--- config.mk ---
export PLATFORM = sky130hd
export DESIGN_NAME = field_narrow_unit
export DESIGN_NICKNAME = d
export VERILOG_FILES = /design/src/rtl/field_narrow_unit.sv
export SDC_FILE = /design/constraint.sdc
export NUM_CORES = 1
export LEC_CHECK = 0
export BUFFER_PORTS_ARGS = -buffer_cell sky130_fd_sc_hd__buf_2
export CAP_MARGIN = 0
export CORE_ASPECT_RATIO = 0.8
export CORE_MARGIN = 1
export CORE_UTILIZATION = 45
export DETAILED_ROUTE_END_ITERATION = 10
export PLACE_DENSITY = 0.67
export SLEW_MARGIN = 20
export SYNTH_ARGS = -nofsm -noshare
export SYNTH_HDL_FRONTEND = slang
export SYNTH_SLANG_ARGS = --single-unit
--- constraint.sdc ---
create_clock -name clk -period 2.6 [get_ports clk]
set_input_delay 0.26 -clock clk [delete_from_list [all_inputs] [get_ports clk]]
set_output_delay 0.26 -clock clk [all_outputs]
set_load 0.02 [all_outputs]
--- src/rtl/field_narrow_unit.sv ---
// Two-stage narrowing unit: checks whether a signed 32-bit value fits the field
// pos..31 and emits the truncated or saturated field, plus a sticky overflow count.
module field_narrow_unit #(
  parameter int CNT_W = 16
) (
  input  logic             clk,
  input  logic             rst,
  input  logic             in_valid,
  output logic             in_ready,
  input  logic [0:31]      a,
  input  logic [0:4]       pos,
  input  logic             sat,
  output logic             out_valid,
  input  logic             out_ready,
  output logic [0:31]      y,
  output logic             ovl,
  output logic [0:CNT_W-1] ovl_cnt,
  input  logic             cnt_clr
);

  logic        s1_valid;
  logic [0:31] s1_a;
  logic [0:4]  s1_pos;
  logic        s1_sat;
  logic        s1_fit;
  logic        s1_sign;

  logic        s2_adv;
  logic        in_fire;
  logic        out_fire;
  logic        fit_in;
  logic [0:31] y_next;

  // S2 can take new data when it is empty or its beat leaves this cycle.
  assign s2_adv    = !out_valid || out_ready;
  assign in_ready  = !s1_valid || s2_adv;
  assign in_fire   = in_valid && in_ready;
  assign out_fire  = out_valid && out_ready;

  // Fits iff the sign bit and every bit above the field agree.
  always_comb begin
    fit_in = 1'b1;
    for (int i = 1; i < 32; i++) begin
      if (i <= int'(pos) && a[i] != a[0]) fit_in = 1'b0;
    end
  end

  always_comb begin
    y_next = '0;
    for (int i = 0; i < 32; i++) begin
      if (i < int'(s1_pos))         y_next[i] = 1'b0;
      else if (s1_fit || !s1_sat)   y_next[i] = s1_a[i];
      else if (i == int'(s1_pos))   y_next[i] = s1_sign;
      else                          y_next[i] = !s1_sign;
    end
  end

  always_ff @(posedge clk) begin
    if (rst) begin
      s1_valid <= 1'b0;
      s1_a     <= '0;
      s1_pos   <= '0;
      s1_sat   <= 1'b0;
      s1_fit   <= 1'b0;
      s1_sign  <= 1'b0;
    end else if (in_fire) begin
      s1_valid <= 1'b1;
      s1_a     <= a;
      s1_pos   <= pos;
      s1_sat   <= sat;
      s1_fit   <= fit_in;
      s1_sign  <= a[0];
    end else if (s2_adv) begin
      s1_valid <= 1'b0;
    end
  end

  always_ff @(posedge clk) begin
    if (rst) begin
      out_valid <= 1'b0;
      y         <= '0;
      ovl       <= 1'b0;
    end else if (s2_adv) begin
      out_valid <= s1_valid;
      if (s1_valid) begin
        y   <= y_next;
        ovl <= !s1_fit;
      end
    end
  end

  // Clear takes priority over a coincident increment.
  always_ff @(posedge clk) begin
    if (rst || cnt_clr) begin
      ovl_cnt <= '0;
    end else if (out_fire && ovl && ovl_cnt != {CNT_W{1'b1}}) begin
      ovl_cnt <= ovl_cnt + CNT_W'(1);
    end
  end

endmodule
==> flow_summary_export.csv <==
group,metric,value,unit
yosys,netlist_area,5080,sq um
pwr,power_leakage,0.00232,uW
pwr,p_sw,933,uW
placed_design,gp_congestion,0.872,
detailed_routing,ant_nets,0,
cts,clk_latency,0.34,ns
timing,drv_slew,0,
final_layout,fillers,1044,
cts,cts.clk_slew.worst_paths,0.07,ns
pwr,p_comb_share,14.8,%
yosys,synth_edf_count,0,
timing,finalSetupViolCount,0,
timing,min_period,2.06,ns
pwr,p_sw_share,27.2,%
final_layout,layout.area.seq,1800,sq um
cts,htreeDepth,3,
timing,worst_pin_slew,0.803,ns
critical_path,path_class,"reg2reg",
final_layout,area_growth,16.2,%
yosys,yosys_warnings,0,
yosys,yosys.cell_types.count,65,
final_layout,antenna_cells,0,
final_layout,final_nets,777,
timing,setup_ws,0.543,ns
yosys,synthCells,678,
yosys,ys_seq_area_share,35.4,%
critical_path,cp_max_fo,21,
die,die-area,11700,sq um
timing,rsz0062_at_grt,"false",
timing,finalCritPeriodShare,79.1,%
placed_design,numPortBuffers,93,
timing,slew_headroom,46.4,%
grt,grt_max_degree,46,
placed_design,preCtsSetupSlack,0.569,ns
pwr,power_per_cell_area,580,nW/um^2
grt,grt_pass1_wl,23700,um
cts,ctsRootBufferMaster,"clkbuf_16",
final_layout,stdcell_count,882,
cts,ctsHoldBuffers,0,
cts,cts-buffers-inserted,9,
detailed_routing,routedWlPerCell,16.2,um
grt,track_usage,25.1,%
cts,cts_resized,0,
final_layout,drive_above_1_share,17.3,%
pwr,seqPwrFrac,43.4,%
cts,cts_tree,"built",
min_path,hold_path_class,"in2reg",
run,max-cap-violations,0,
yosys,syn_nets,722,
timing,skew,0.00838,ns
critical_path,critPathCaptureType,"register",
die,die_h,97.1,um
final_layout,multi_input_area,3010,sq um
timing,fin_tns_setup,0,ns
yosys,synth_ff_type,"dfxtp_1",
placed_design,place_hpwl,10100,um
die,start_util,46.5,%
critical_path,critPathRequiredTime,2.80,ns
pwr,vdd_drop_max,0.000344,V
grt,grt.overflow.total,0,
cts,cts_num_sinks,90,
grt,grt_pass1_vias,4708,
status,status,"finished, final reports clean",
timing,hold_slack,0.166,ns
critical_path,cp_data_arrival_time,2.26,ns
timing,max_freq,486,MHz
detailed_routing,drt-vias-per-instance,5.78,
grt,grt_antenna_before_repair,0,
critical_path,cp-start-kind,"register",
yosys,synth-async-reset-ratio,0,%
detailed_routing,wl,14300,um
placed_design,dp.cells,866,
die,rows,34,
detailed_routing,dr.first_iter.drc_count,478,
cts,clockBufferDepth,2,
detailed_routing,dr.pass1.iters,5,
pwr,internal_power,2500,uW
final_layout,final_cell_mix,"nand2_1 (131), buf_2 (93), dfxtp_1 (90)",
die,die_x,121,um
timing,hold_viol_final,0,
cts,postCtsSetupRepairBufs,0,
detailed_routing,vias,5095,
detailed_routing,drc,0,
die,io_pins,94,
die,core-area,10900,sq um
yosys,synth_seq_cells,90,
yosys,avgSynthCellArea,7.50,sq um
final_layout,final_common_cell,"nand2_1",
pwr,pwr-share-clk,41.8,%
## synth_stat cells, types with 3 or more instances
library cell | instances | area share [%]
or3_1 | 6 | 0.74
a2111oi_0 | 6 | 1.0
dfxtp_1 | 90 | 35
nand2b_1 | 7 | 0.86
nor3_1 | 15 | 1.5
a211o_1 | 7 | 1.2
o21a_1 | 4 | 0.59
xor2_1 | 16 | 2.8
nor4_1 | 6 | 0.74
o2111ai_1 | 4 | 0.69
o21ai_0 | 20 | 2.0
a211oi_1 | 5 | 0.74
and3_1 | 6 | 0.74
nor3b_1 | 4 | 0.59
nand4_1 | 5 | 0.62
o31ai_1 | 8 | 1.2
a22oi_1 | 5 | 0.74
buf_2 | 11 | 1.1
nor2b_1 | 4 | 0.49
nand3_1 | 13 | 1.3
o211ai_1 | 9 | 1.3
and2_1 | 3 | 0.37
o22ai_1 | 10 | 1.2
inv_1 | 7 | 0.52
nand2_1 | 131 | 9.7
a32oi_1 | 5 | 0.86
nand3b_1 | 5 | 0.74
buf_1 | 9 | 0.66
xnor2_1 | 39 | 6.7
clkbuf_1 | 39 | 2.9
a21o_1 | 4 | 0.59
nor2_1 | 55 | 4.1
a21oi_1 | 82 | 8.1
## logic make-up after synthesis
| group | after synthesis | synth area share (%) |
|---|---|---|
| simple gates | 272 | 24.9 |
| xor+xnor | 55 | 9.47 |
| flops | 90 | 35.4 |
| fa+ha+maj | 1 | 0.246 |
| compound gates | 191 | 24.3 |
| buf+inv | 68 | 5.44 |
| mux | 1 | 0.197 |
## registers in the layout, indices dropped and copies added, names as in the netlist
register,count
s1_sat,1
s1_a,32
y,32
s1_pos,5
s1_fit,1
ovl,1
s1_valid,1
out_valid,1
ovl_cnt,16
## stage by stage
stage          total power (uW)  area (sq um)  util, %
2_1_floorplan              1850          5080        -
3_5_place_dp               2020          5580     51.1
3_3_place_gp               2010          5580     51.1
4_1_cts                    3440          5910     54.1
6_report                   3430          5910     54.1
5_1_grt                    3570          5910     54.1
## final cells by class
type | instances | area share (%)
clock buffer | 11 | 4.11
clock inverter | 5 | 1.44
inverter | 7 | 0.445
multi-input combinational | 520 | 50.9
sequential | 90 | 30.5
tap | 144 | 3.05
timing repair buffer | 105 | 9.61
## final timing paths
kind	from	to	slack (ns)	cells past startpoint
worst max register to register	s1_pos[1]	y[10]	0.54	5
worst min-delay path	sat	s1_sat	0.17	3
worst min register to register	y[16]	y[16]	0.46	2
worst max-delay path	s1_pos[1]	y[10]	0.54	5
## worst max-delay path: stages (launching register included)
cell       delay, ns
dfxtp_1         0.74
nor3b_1         0.56
nand2_1         0.15
xor2_1          0.18
o2111ai_1       0.20
a21oi_1         0.09
## power groups by stage
| stage | Combinational [uW] | Sequential (uW) | Clock (uW) |
|---|---|---|---|
| 3_5_place_dp | 500 | 1520 | 0 |
| 6_report | 507 | 1490 | 1430 |
| 2_1_floorplan | 341 | 1510 | 0 |
| 4_1_cts | 502 | 1490 | 1450 |
| 5_1_grt | 557 | 1500 | 1510 |
| 3_3_place_gp | 492 | 1520 | 0 |
## layer usage
layer	GRT usage, %	wire, um
met1	33.8	6450
met2	41.6	6850
met3	5.75	887
met4	3.61	106
met5	0	0
No activity file was read; power rests on OpenSTA's default activity.
